==> src/rtl/time_setter_pkg.sv <==
// Shared types, field indices, reset date and calendar helpers for the time setter.
package time_pkg;

    localparam logic [2:0] FLD_YEAR  = 3'd0;
    localparam logic [2:0] FLD_MONTH = 3'd1;
    localparam logic [2:0] FLD_DAY   = 3'd2;
    localparam logic [2:0] FLD_HOUR  = 3'd3;
    localparam logic [2:0] FLD_MIN   = 3'd4;
    localparam logic [2:0] FLD_SEC   = 3'd5;
    localparam logic [2:0] FLD_NONE  = 3'd7;

    typedef enum logic [1:0] {
        ST_RUN      = 2'd0,
        ST_EDIT     = 2'd1,
        ST_WAIT_DOW = 2'd2
    } state_t;

    // Power-on date: Tuesday 2023-05-09 00:00:00
    localparam logic [14:0] RST_YEAR  = 15'd2023;
    localparam logic [3:0]  RST_MONTH = 4'd5;
    localparam logic [4:0]  RST_DAY   = 5'd9;
    localparam logic [5:0]  RST_HOUR  = 6'd0;
    localparam logic [5:0]  RST_MIN   = 6'd0;
    localparam logic [5:0]  RST_SEC   = 6'd0;
    localparam logic [3:0]  RST_WEEK  = 4'd2;

    function automatic logic is_leap(input logic [14:0] year);
        return ((year % 15'd4) == 15'd0) &&
               (((year % 15'd100) != 15'd0) || ((year % 15'd400) == 15'd0));
    endfunction

    function automatic logic [4:0] days_in_month(input logic [3:0] month, input logic [14:0] year);
        logic [4:0] dim;
        case (month)
            4'd2:                      dim = is_leap(year) ? 5'd29 : 5'd28;
            4'd4, 4'd6, 4'd9, 4'd11:   dim = 5'd30;
            default:                   dim = 5'd31;
        endcase
        return dim;
    endfunction

endpackage

==> src/rtl/time_setter_if.sv <==
// Button, live-time and set-side signals of the time setter.
interface time_setter_if;
    logic        btn_mode;
    logic        btn_next;
    logic        btn_up;
    logic        btn_down;
    logic [14:0] cur_year;
    logic [3:0]  cur_month;
    logic [4:0]  cur_day;
    logic [5:0]  cur_hour;
    logic [5:0]  cur_min;
    logic [5:0]  cur_sec;
    logic [14:0] year_d;
    logic [3:0]  month_d;
    logic [4:0]  day_d;
    logic [5:0]  hour_d;
    logic [5:0]  min_d;
    logic [5:0]  sec_d;
    logic [3:0]  week_s;
    logic [3:0]  mode;
    logic [2:0]  field_sel;

    modport master (
        output btn_mode, btn_next, btn_up, btn_down,
        output cur_year, cur_month, cur_day, cur_hour, cur_min, cur_sec,
        input  year_d, month_d, day_d, hour_d, min_d, sec_d, week_s, mode, field_sel
    );

    modport slave (
        input  btn_mode, btn_next, btn_up, btn_down,
        input  cur_year, cur_month, cur_day, cur_hour, cur_min, cur_sec,
        output year_d, month_d, day_d, hour_d, min_d, sec_d, week_s, mode, field_sel
    );
endinterface

==> src/rtl/time_setter_dow_calc.sv <==
// Two-stage Zeller weekday calculator: done pulses two cycles after start;
// a start while busy supersedes the older result.
module dow_calc
    import time_pkg::*;
(
    input  logic        clk,
    input  logic        rst,
    input  logic        start,
    input  logic [14:0] year,
    input  logic [3:0]  month,
    input  logic [4:0]  day,
    output logic [3:0]  week,
    output logic        done
);

    logic [16:0] adj_m;
    logic [16:0] adj_y;
    logic [16:0] s1_q;
    logic [16:0] s1_t;
    logic [16:0] s1_k;
    logic [16:0] s1_j;
    logic        s1_v;
    logic [16:0] sum;
    logic [16:0] h;
    logic [16:0] wk;

    // January and February count as months 13/14 of the previous year
    always_comb begin
        if (month <= 4'd2) begin
            adj_m = {13'd0, month} + 17'd12;
            adj_y = {2'd0, year} - 17'd1;
        end else begin
            adj_m = {13'd0, month};
            adj_y = {2'd0, year};
        end
    end

    // Stage 1: register day, month term and century split
    always_ff @(posedge clk or posedge rst) begin
        if (rst) begin
            s1_v <= 1'b0;
            s1_q <= '0;
            s1_t <= '0;
            s1_k <= '0;
            s1_j <= '0;
        end else begin
            s1_v <= start;
            if (start) begin
                s1_q <= {12'd0, day};
                s1_t <= (17'd13 * (adj_m + 17'd1)) / 17'd5;
                s1_k <= adj_y % 17'd100;
                s1_j <= adj_y / 17'd100;
            end
        end
    end

    // h = 0 is Saturday; remap so that 1 = Monday .. 7 = Sunday
    always_comb begin
        sum = s1_q + s1_t + s1_k + (s1_k / 17'd4) + (s1_j / 17'd4) + (17'd5 * s1_j);
        h   = sum % 17'd7;
        wk  = ((h + 17'd5) % 17'd7) + 17'd1;
    end

    // Stage 2: reduce mod 7; a new start in the same cycle drops this result
    always_ff @(posedge clk or posedge rst) begin
        if (rst) begin
            done <= 1'b0;
            week <= RST_WEEK;
        end else begin
            done <= s1_v & ~start;
            if (s1_v & ~start)
                week <= wk[3:0];
        end
    end

endmodule

==> src/rtl/time_setter.sv <==
// Time/date editor driving the set side of the time keeper.
// Optional build macro: TIME_SETTER_SEC_ZERO_EN (up/down on seconds clears them).
//
// state       | meaning
// ------------+-----------------------------------------------------------
// ST_RUN      | fields shadow live time, mode = RUN_MODE
// ST_EDIT     | mode = 0, buttons step the selected field
// ST_WAIT_DOW | mode = 0, waiting for the final weekday before releasing
module time_setter
    import time_pkg::*;
#(
    parameter logic [3:0]  RUN_MODE = 4'd1,
    parameter int unsigned YEAR_MIN = 1583,
    parameter int unsigned YEAR_MAX = 9999
) (
    input  logic          clk,
    input  logic          rst,
    time_setter_if.slave  bus
);

    localparam logic [14:0] Y_MIN = YEAR_MIN[14:0];
    localparam logic [14:0] Y_MAX = YEAR_MAX[14:0];

    state_t      state;
    logic [14:0] year_q;
    logic [3:0]  month_q;
    logic [4:0]  day_q;
    logic [5:0]  hour_q;
    logic [5:0]  min_q;
    logic [5:0]  sec_q;
    logic [3:0]  week_q;
    logic [3:0]  mode_q;
    logic [2:0]  sel_q;
    logic        dow_req_q;

    logic [14:0] nxt_year;
    logic [3:0]  nxt_month;
    logic [4:0]  nxt_day;
    logic [5:0]  nxt_hour;
    logic [5:0]  nxt_min;
    logic [5:0]  nxt_sec;
    logic [4:0]  dim_cur;
    logic [4:0]  dim_new;
    logic        ymd_touch;
    logic        step_up;
    logic        dow_start;
    logic [3:0]  dow_week;
    logic        dow_done;

    assign step_up   = bus.btn_up;
    assign dim_cur   = days_in_month(month_q, year_q);
    // Exit start uses the current fields: btn_mode blocks any edit in that cycle
    assign dow_start = dow_req_q | ((state == ST_EDIT) & bus.btn_mode);

    // Candidate value of the selected field after one up/down step, with day clamp
    always_comb begin
        nxt_year  = year_q;
        nxt_month = month_q;
        nxt_day   = day_q;
        nxt_hour  = hour_q;
        nxt_min   = min_q;
        nxt_sec   = sec_q;
        dim_new   = dim_cur;
        ymd_touch = 1'b0;
        case (sel_q)
            FLD_YEAR: begin
                if (step_up) nxt_year = (year_q >= Y_MAX) ? Y_MIN : year_q + 15'd1;
                else         nxt_year = (year_q <= Y_MIN) ? Y_MAX : year_q - 15'd1;
                dim_new = days_in_month(month_q, nxt_year);
                if (day_q > dim_new) nxt_day = dim_new;
                ymd_touch = 1'b1;
            end
            FLD_MONTH: begin
                if (step_up) nxt_month = (month_q >= 4'd12) ? 4'd1 : month_q + 4'd1;
                else         nxt_month = (month_q <= 4'd1) ? 4'd12 : month_q - 4'd1;
                dim_new = days_in_month(nxt_month, year_q);
                if (day_q > dim_new) nxt_day = dim_new;
                ymd_touch = 1'b1;
            end
            FLD_DAY: begin
                if (step_up) nxt_day = (day_q >= dim_cur) ? 5'd1 : day_q + 5'd1;
                else         nxt_day = (day_q <= 5'd1) ? dim_cur : day_q - 5'd1;
                ymd_touch = 1'b1;
            end
            FLD_HOUR: begin
                if (step_up) nxt_hour = (hour_q >= 6'd23) ? 6'd0 : hour_q + 6'd1;
                else         nxt_hour = (hour_q == 6'd0) ? 6'd23 : hour_q - 6'd1;
            end
            FLD_MIN: begin
                if (step_up) nxt_min = (min_q >= 6'd59) ? 6'd0 : min_q + 6'd1;
                else         nxt_min = (min_q == 6'd0) ? 6'd59 : min_q - 6'd1;
            end
            FLD_SEC: begin
`ifdef TIME_SETTER_SEC_ZERO_EN
                nxt_sec = 6'd0;
`else
                if (step_up) nxt_sec = (sec_q >= 6'd59) ? 6'd0 : sec_q + 6'd1;
                else         nxt_sec = (sec_q == 6'd0) ? 6'd59 : sec_q - 6'd1;
`endif
            end
            default: ;
        endcase
    end

    // Editor FSM with registered outputs
    always_ff @(posedge clk or posedge rst) begin
        if (rst) begin
            state     <= ST_RUN;
            year_q    <= RST_YEAR;
            month_q   <= RST_MONTH;
            day_q     <= RST_DAY;
            hour_q    <= RST_HOUR;
            min_q     <= RST_MIN;
            sec_q     <= RST_SEC;
            week_q    <= RST_WEEK;
            mode_q    <= RUN_MODE;
            sel_q     <= FLD_NONE;
            dow_req_q <= 1'b0;
        end else begin
            dow_req_q <= 1'b0;
            case (state)
                ST_RUN: begin
                    year_q  <= bus.cur_year;
                    month_q <= bus.cur_month;
                    day_q   <= bus.cur_day;
                    hour_q  <= bus.cur_hour;
                    min_q   <= bus.cur_min;
                    sec_q   <= bus.cur_sec;
                    mode_q  <= RUN_MODE;
                    sel_q   <= FLD_NONE;
                    if (bus.btn_mode) begin
                        state  <= ST_EDIT;
                        sel_q  <= FLD_YEAR;
                        mode_q <= 4'd0;
                    end
                end
                ST_EDIT: begin
                    if (dow_done)
                        week_q <= dow_week;
                    if (bus.btn_mode) begin
                        state <= ST_WAIT_DOW;
                        sel_q <= FLD_NONE;
                    end else if (bus.btn_next) begin
                        sel_q <= (sel_q >= FLD_SEC) ? FLD_YEAR : sel_q + 3'd1;
                    end else if (bus.btn_up | bus.btn_down) begin
                        year_q    <= nxt_year;
                        month_q   <= nxt_month;
                        day_q     <= nxt_day;
                        hour_q    <= nxt_hour;
                        min_q     <= nxt_min;
                        sec_q     <= nxt_sec;
                        dow_req_q <= ymd_touch;
                    end
                end
                ST_WAIT_DOW: begin
                    if (dow_done) begin
                        week_q <= dow_week;
                        state  <= ST_RUN;
                        mode_q <= RUN_MODE;
                    end
                end
                default: state <= ST_RUN;
            endcase
        end
    end

    dow_calc u_dow (
        .clk   (clk),
        .rst   (rst),
        .start (dow_start),
        .year  (year_q),
        .month (month_q),
        .day   (day_q),
        .week  (dow_week),
        .done  (dow_done)
    );

    assign bus.year_d    = year_q;
    assign bus.month_d   = month_q;
    assign bus.day_d     = day_q;
    assign bus.hour_d    = hour_q;
    assign bus.min_d     = min_q;
    assign bus.sec_d     = sec_q;
    assign bus.week_s    = week_q;
    assign bus.mode      = mode_q;
    assign bus.field_sel = sel_q;

endmodule

==> src/flat_wrapper.sv <==
// flat-port wrapper written by rule: the top's interface ports become plain ports
module time_setter_flat import time_pkg::*;
#(
    parameter logic [3:0]  RUN_MODE = 4'd1,
    parameter int unsigned YEAR_MIN = 1583,
    parameter int unsigned YEAR_MAX = 9999
)
  (clk, rst, bus_btn_mode, bus_btn_next, bus_btn_up, bus_btn_down, bus_cur_year, bus_cur_month, bus_cur_day, bus_cur_hour, bus_cur_min, bus_cur_sec, bus_year_d, bus_month_d, bus_day_d, bus_hour_d, bus_min_d, bus_sec_d, bus_week_s, bus_mode, bus_field_sel);
  time_setter_if bus_i ();
  input  logic clk;
  input  logic rst;
  input wire logic [$bits(bus_i.btn_mode)-1:0] bus_btn_mode;
  input wire logic [$bits(bus_i.btn_next)-1:0] bus_btn_next;
  input wire logic [$bits(bus_i.btn_up)-1:0] bus_btn_up;
  input wire logic [$bits(bus_i.btn_down)-1:0] bus_btn_down;
  input wire logic [$bits(bus_i.cur_year)-1:0] bus_cur_year;
  input wire logic [$bits(bus_i.cur_month)-1:0] bus_cur_month;
  input wire logic [$bits(bus_i.cur_day)-1:0] bus_cur_day;
  input wire logic [$bits(bus_i.cur_hour)-1:0] bus_cur_hour;
  input wire logic [$bits(bus_i.cur_min)-1:0] bus_cur_min;
  input wire logic [$bits(bus_i.cur_sec)-1:0] bus_cur_sec;
  output wire logic [$bits(bus_i.year_d)-1:0] bus_year_d;
  output wire logic [$bits(bus_i.month_d)-1:0] bus_month_d;
  output wire logic [$bits(bus_i.day_d)-1:0] bus_day_d;
  output wire logic [$bits(bus_i.hour_d)-1:0] bus_hour_d;
  output wire logic [$bits(bus_i.min_d)-1:0] bus_min_d;
  output wire logic [$bits(bus_i.sec_d)-1:0] bus_sec_d;
  output wire logic [$bits(bus_i.week_s)-1:0] bus_week_s;
  output wire logic [$bits(bus_i.mode)-1:0] bus_mode;
  output wire logic [$bits(bus_i.field_sel)-1:0] bus_field_sel;
  assign bus_i.btn_mode = bus_btn_mode;
  assign bus_i.btn_next = bus_btn_next;
  assign bus_i.btn_up = bus_btn_up;
  assign bus_i.btn_down = bus_btn_down;
  assign bus_i.cur_year = bus_cur_year;
  assign bus_i.cur_month = bus_cur_month;
  assign bus_i.cur_day = bus_cur_day;
  assign bus_i.cur_hour = bus_cur_hour;
  assign bus_i.cur_min = bus_cur_min;
  assign bus_i.cur_sec = bus_cur_sec;
  assign bus_year_d = bus_i.year_d;
  assign bus_month_d = bus_i.month_d;
  assign bus_day_d = bus_i.day_d;
  assign bus_hour_d = bus_i.hour_d;
  assign bus_min_d = bus_i.min_d;
  assign bus_sec_d = bus_i.sec_d;
  assign bus_week_s = bus_i.week_s;
  assign bus_mode = bus_i.mode;
  assign bus_field_sel = bus_i.field_sel;
  time_setter #(.RUN_MODE(RUN_MODE), .YEAR_MIN(YEAR_MIN), .YEAR_MAX(YEAR_MAX)) u_core (.clk(clk), .rst(rst), .bus(bus_i));
endmodule
==> config.mk <==
export PLATFORM = sky130hd
export DESIGN_NAME = time_setter_flat
export DESIGN_NICKNAME = d
export VERILOG_FILES = /design/src/rtl/time_setter_pkg.sv /design/src/rtl/time_setter_if.sv /design/src/rtl/time_setter_dow_calc.sv /design/src/rtl/time_setter.sv /design/src/flat_wrapper.sv
export SDC_FILE = /design/constraint.sdc
export NUM_CORES = 1
export LEC_CHECK = 0
export BUFFER_PORTS_ARGS = -buffer_cell sky130_fd_sc_hd__buf_2
export CORE_UTILIZATION = 50
export CTS_CLUSTER_SIZE = 10
export DETAILED_ROUTE_END_ITERATION = 10
export PLACE_DENSITY = 0.78
export SLEW_MARGIN = 30
export SYNTH_ARGS = -nofsm -noshare
export SYNTH_HDL_FRONTEND = slang
export SYNTH_SLANG_ARGS = --single-unit
==> constraint.sdc <==
create_clock -name clk -period 15.4 [get_ports clk]
set_input_delay 2.31 -clock clk [delete_from_list [all_inputs] [get_ports clk]]
set_output_delay 2.31 -clock clk [all_outputs]
set_load 0.02 [all_outputs]
==> summary.md <==
| Metric | Value |
|---|---|
| Status | complete, no violations |
| Type of the worst setup path | reg2reg |
| Yosys cell types | 119 |
| Syn Std Cell Area | 17,500 um2 |
| Worst Hold Class | reg2reg |
| Critical Path RT | 15.71 ns |
| Commonest non-fill, non-tap cells in the layout | 242 x nand2_1, 207 x nor2_1, 188 x o21ai_0 |
| Max_cap viols | 0 |
| Core area | 34,500 um2 |
| Area occupied by multi-input gates | 13,800 um2 |
| Fmax | 0.0724 GHz |
| Vias post-DR | 18,200 |
| Critical-path top delay cell | xnor2_1 |
| CTS tree | built |
| Synthesized area per cell | 7.33 um2 |
| Post-CTS Setup Bufs | 0 |
| Hold WS | 0.490 ns |
| Storage cell area | 2530 um2 |
| Worst setup EP type | register |
| # rows | 68 |
| Fin crit share | 89.7% |
| Synth warn | 0 |
| Worst Path Arrival | 14.13 ns |
| Fillers | 3,233 |
| Chip Width | 189 um |
| Synthesized instance count | 2,382 |
| Busiest layer in global routing | met2 |
| Flops & latches, synth | 100 |
| Largest net degree at the start of global routing | 65 |
| H-tree depth | 3 |
| Fin. Hold Viols | 0 |
| RSZ-0062 raised after global routing | no |
| Max Transition Viols Final | 0 |
| Initial drt markers | 1,680 |
| Antenna-violating nets left | 0 |
| Endpoints failing setup | 0 |
| Routed len/inst | 16.5 um |
| Initial antenna violation count | 1 |
| Worst slew pin tran | 0.940 ns |
| Share of layout cells above drive strength 1 | 9.53% |
| WL final | 46.8 mm |
| PortBufs | 97 |
| Total negative setup slack | 0 ns |
| Starting Density | 50.7% |
| Die Y-Extent | 189 um |
| CTS Hold Bufs | 0 |
| Full die area | 35,700 um2 |
| Met2 Use GR | 43.7% |
| Tot GR Track Use | 25.8% |
| Commonest non-fill, non-tap cell in the layout | nand2_1 |
| Reg2Reg Launch Point | u_core.u_dow.s1_k[5] |
| Number of inserted diodes | 0 |
| Number of synthesized flops with an enable pin | 0 |
| Drt first pass iters | 6 |
| Routability cong. | 0.936 |
| Top cells by area, synth | dfrtp_1 12%, ha_1 7.9%, o21ai_0 5.5% |
| Crit path max fanout | 11 |
| Hold Startpoint | u_core.u_dow.s1_q[4] |
| Clk Latency, worst-skew pair | 0.38 ns |
| Synth async-reset ratio | 100% |
| Ports | 101 |
| Largest area contributor in the netlist | dfrtp_1 |
| CP peak stage delay | 0.61 ns |
| GR Overflow Total | 0 |
| Worst-path clk slew | 0.09 ns |
| DRC viols | 0 |
| GR Util met3 | 2.56% |
| Predominant post-synthesis flop cell | dfrtp_1 |
| Fin crit period | 13.82 ns |
| Critical Path Start | u_core.u_dow.s1_k[5] |
| Clock root cell | clkbuf_16 |
| First-pass GRT wire length | 79.4 mm |
| Post-synth top area share | 11.6% |
| Clock Path Buffers | 2 |
| Clock tree sinks | 100 |
| Vias in the first global route | 16,700 |
| Slew headroom | 37.0% |
| Final Skew | 0.0165 ns |
| Detailed placement HPWL | 35.5 mm |
| Met1 usage | 34.7% |
| Final #Nets | 2,582 |
| Register area share after synthesis | 14.5% |
| Area growth from synthesis to layout | 5.41% |
| Via-to-Cell Ratio | 6.40 |
| Worst path most repeated cell | inv_1 |
| CTS Buf Count | 9 |
| Startpoint class of the critical path | register |
| Util after Layout | 53.4% |
[worst max-delay path, delay by kind of cell, from the launching register on]
| family | cells | cell delay (ns) |
|---|---|---|
| compound gates | 17 | 5.14 |
| fa+ha+maj | 9 | 3.37 |
| simple gates | 11 | 2.69 |
| mux | 3 | 0.98 |
| xor+xnor | 1 | 0.61 |
| buf+inv | 6 | 0.58 |
| flops | 1 | 0.38 |
[final timing paths]
kind                                         endpoint  slack [ns]  cells past startpoint
worst min register to register   u_core.u_dow.s1_q[4]        0.49                      2
min in group asynchronous        u_core.u_dow.week[3]        1.96                      2
worst max register to register   u_core.u_dow.week[1]        1.58                     47
worst max-delay path             u_core.u_dow.week[1]        1.58                     47
worst min-delay path             u_core.u_dow.s1_q[4]        0.49                      2
max in group asynchronous       u_core.u_dow.s1_k[13]       12.23                      3
[layer usage]
layer,vias to the layer above,share of wire (%)
met1,8530,45
met4,2,2.1
met5,-,0.028
met3,101,5.7
li1,8814,-
met2,705,47
[registers in the layout (all words and copies together) (netlist names), 5 cells and up]
name,flops
u_core.u_dow.s1_k,17
u_core.u_dow.s1_q,5
u_core.bus.sec_d,6
u_core.bus.min_d,6
u_core.u_dow.s1_j,11
u_core.bus.year_d,15
u_core.bus.hour_d,6
u_core.u_dow.s1_t,8
u_core.bus.day_d,5
[synth_stat cells (36+ instances only)]
master	count
nor3_1	68
clkbuf_1	93
inv_1	162
fa_1	47
a21oi_1	165
nor2_1	207
xnor2_1	79
ha_1	110
nand2_1	242
nand3_1	77
xor2_1	36
o21ai_0	191
dfrtp_1	81
and2_1	43
[cell type report]
type | count | area share [%]
flip-flops and latches | 100 | 13.7
clock inverters | 7 | 0.483
multi-input cells | 1995 | 75.1
well taps | 455 | 3.09
clock buffers | 9 | 1.22
inverters | 166 | 3.40
repair buffers | 105 | 2.95
[metrics by stage]
step           instances  worst slack [ns]  cell area (um2)
3_3_place_gp        2820              2.18            18100
2_1_floorplan       2386              3.20            17500
5_1_grt             2837             0.234            18400
6_report            2837              1.58            18400
4_1_cts             2837              1.59            18400
3_5_place_dp        2821              1.62            18100
[kinds of logic after synthesis]
kind of cell,synth area share [%]
other,0.0430
AND/OR/NAND/NOR,22.3
multiplexers,2.53
AO/OA/AOI/OAI,33.9
adder cells (fa/ha/maj),14.0
flip-flops,14.5
XOR/XNOR,6.19
buffers and inverters,6.51
[timing repair]
item,CTS,global route
gates resized for setup,0,1
setup endpoints to repair,0,2
endpoints found under the hold margin,0,0
Power is not shown: default switching activity piles up to over one toggle a cycle in this logic, so the estimate is an artifact.
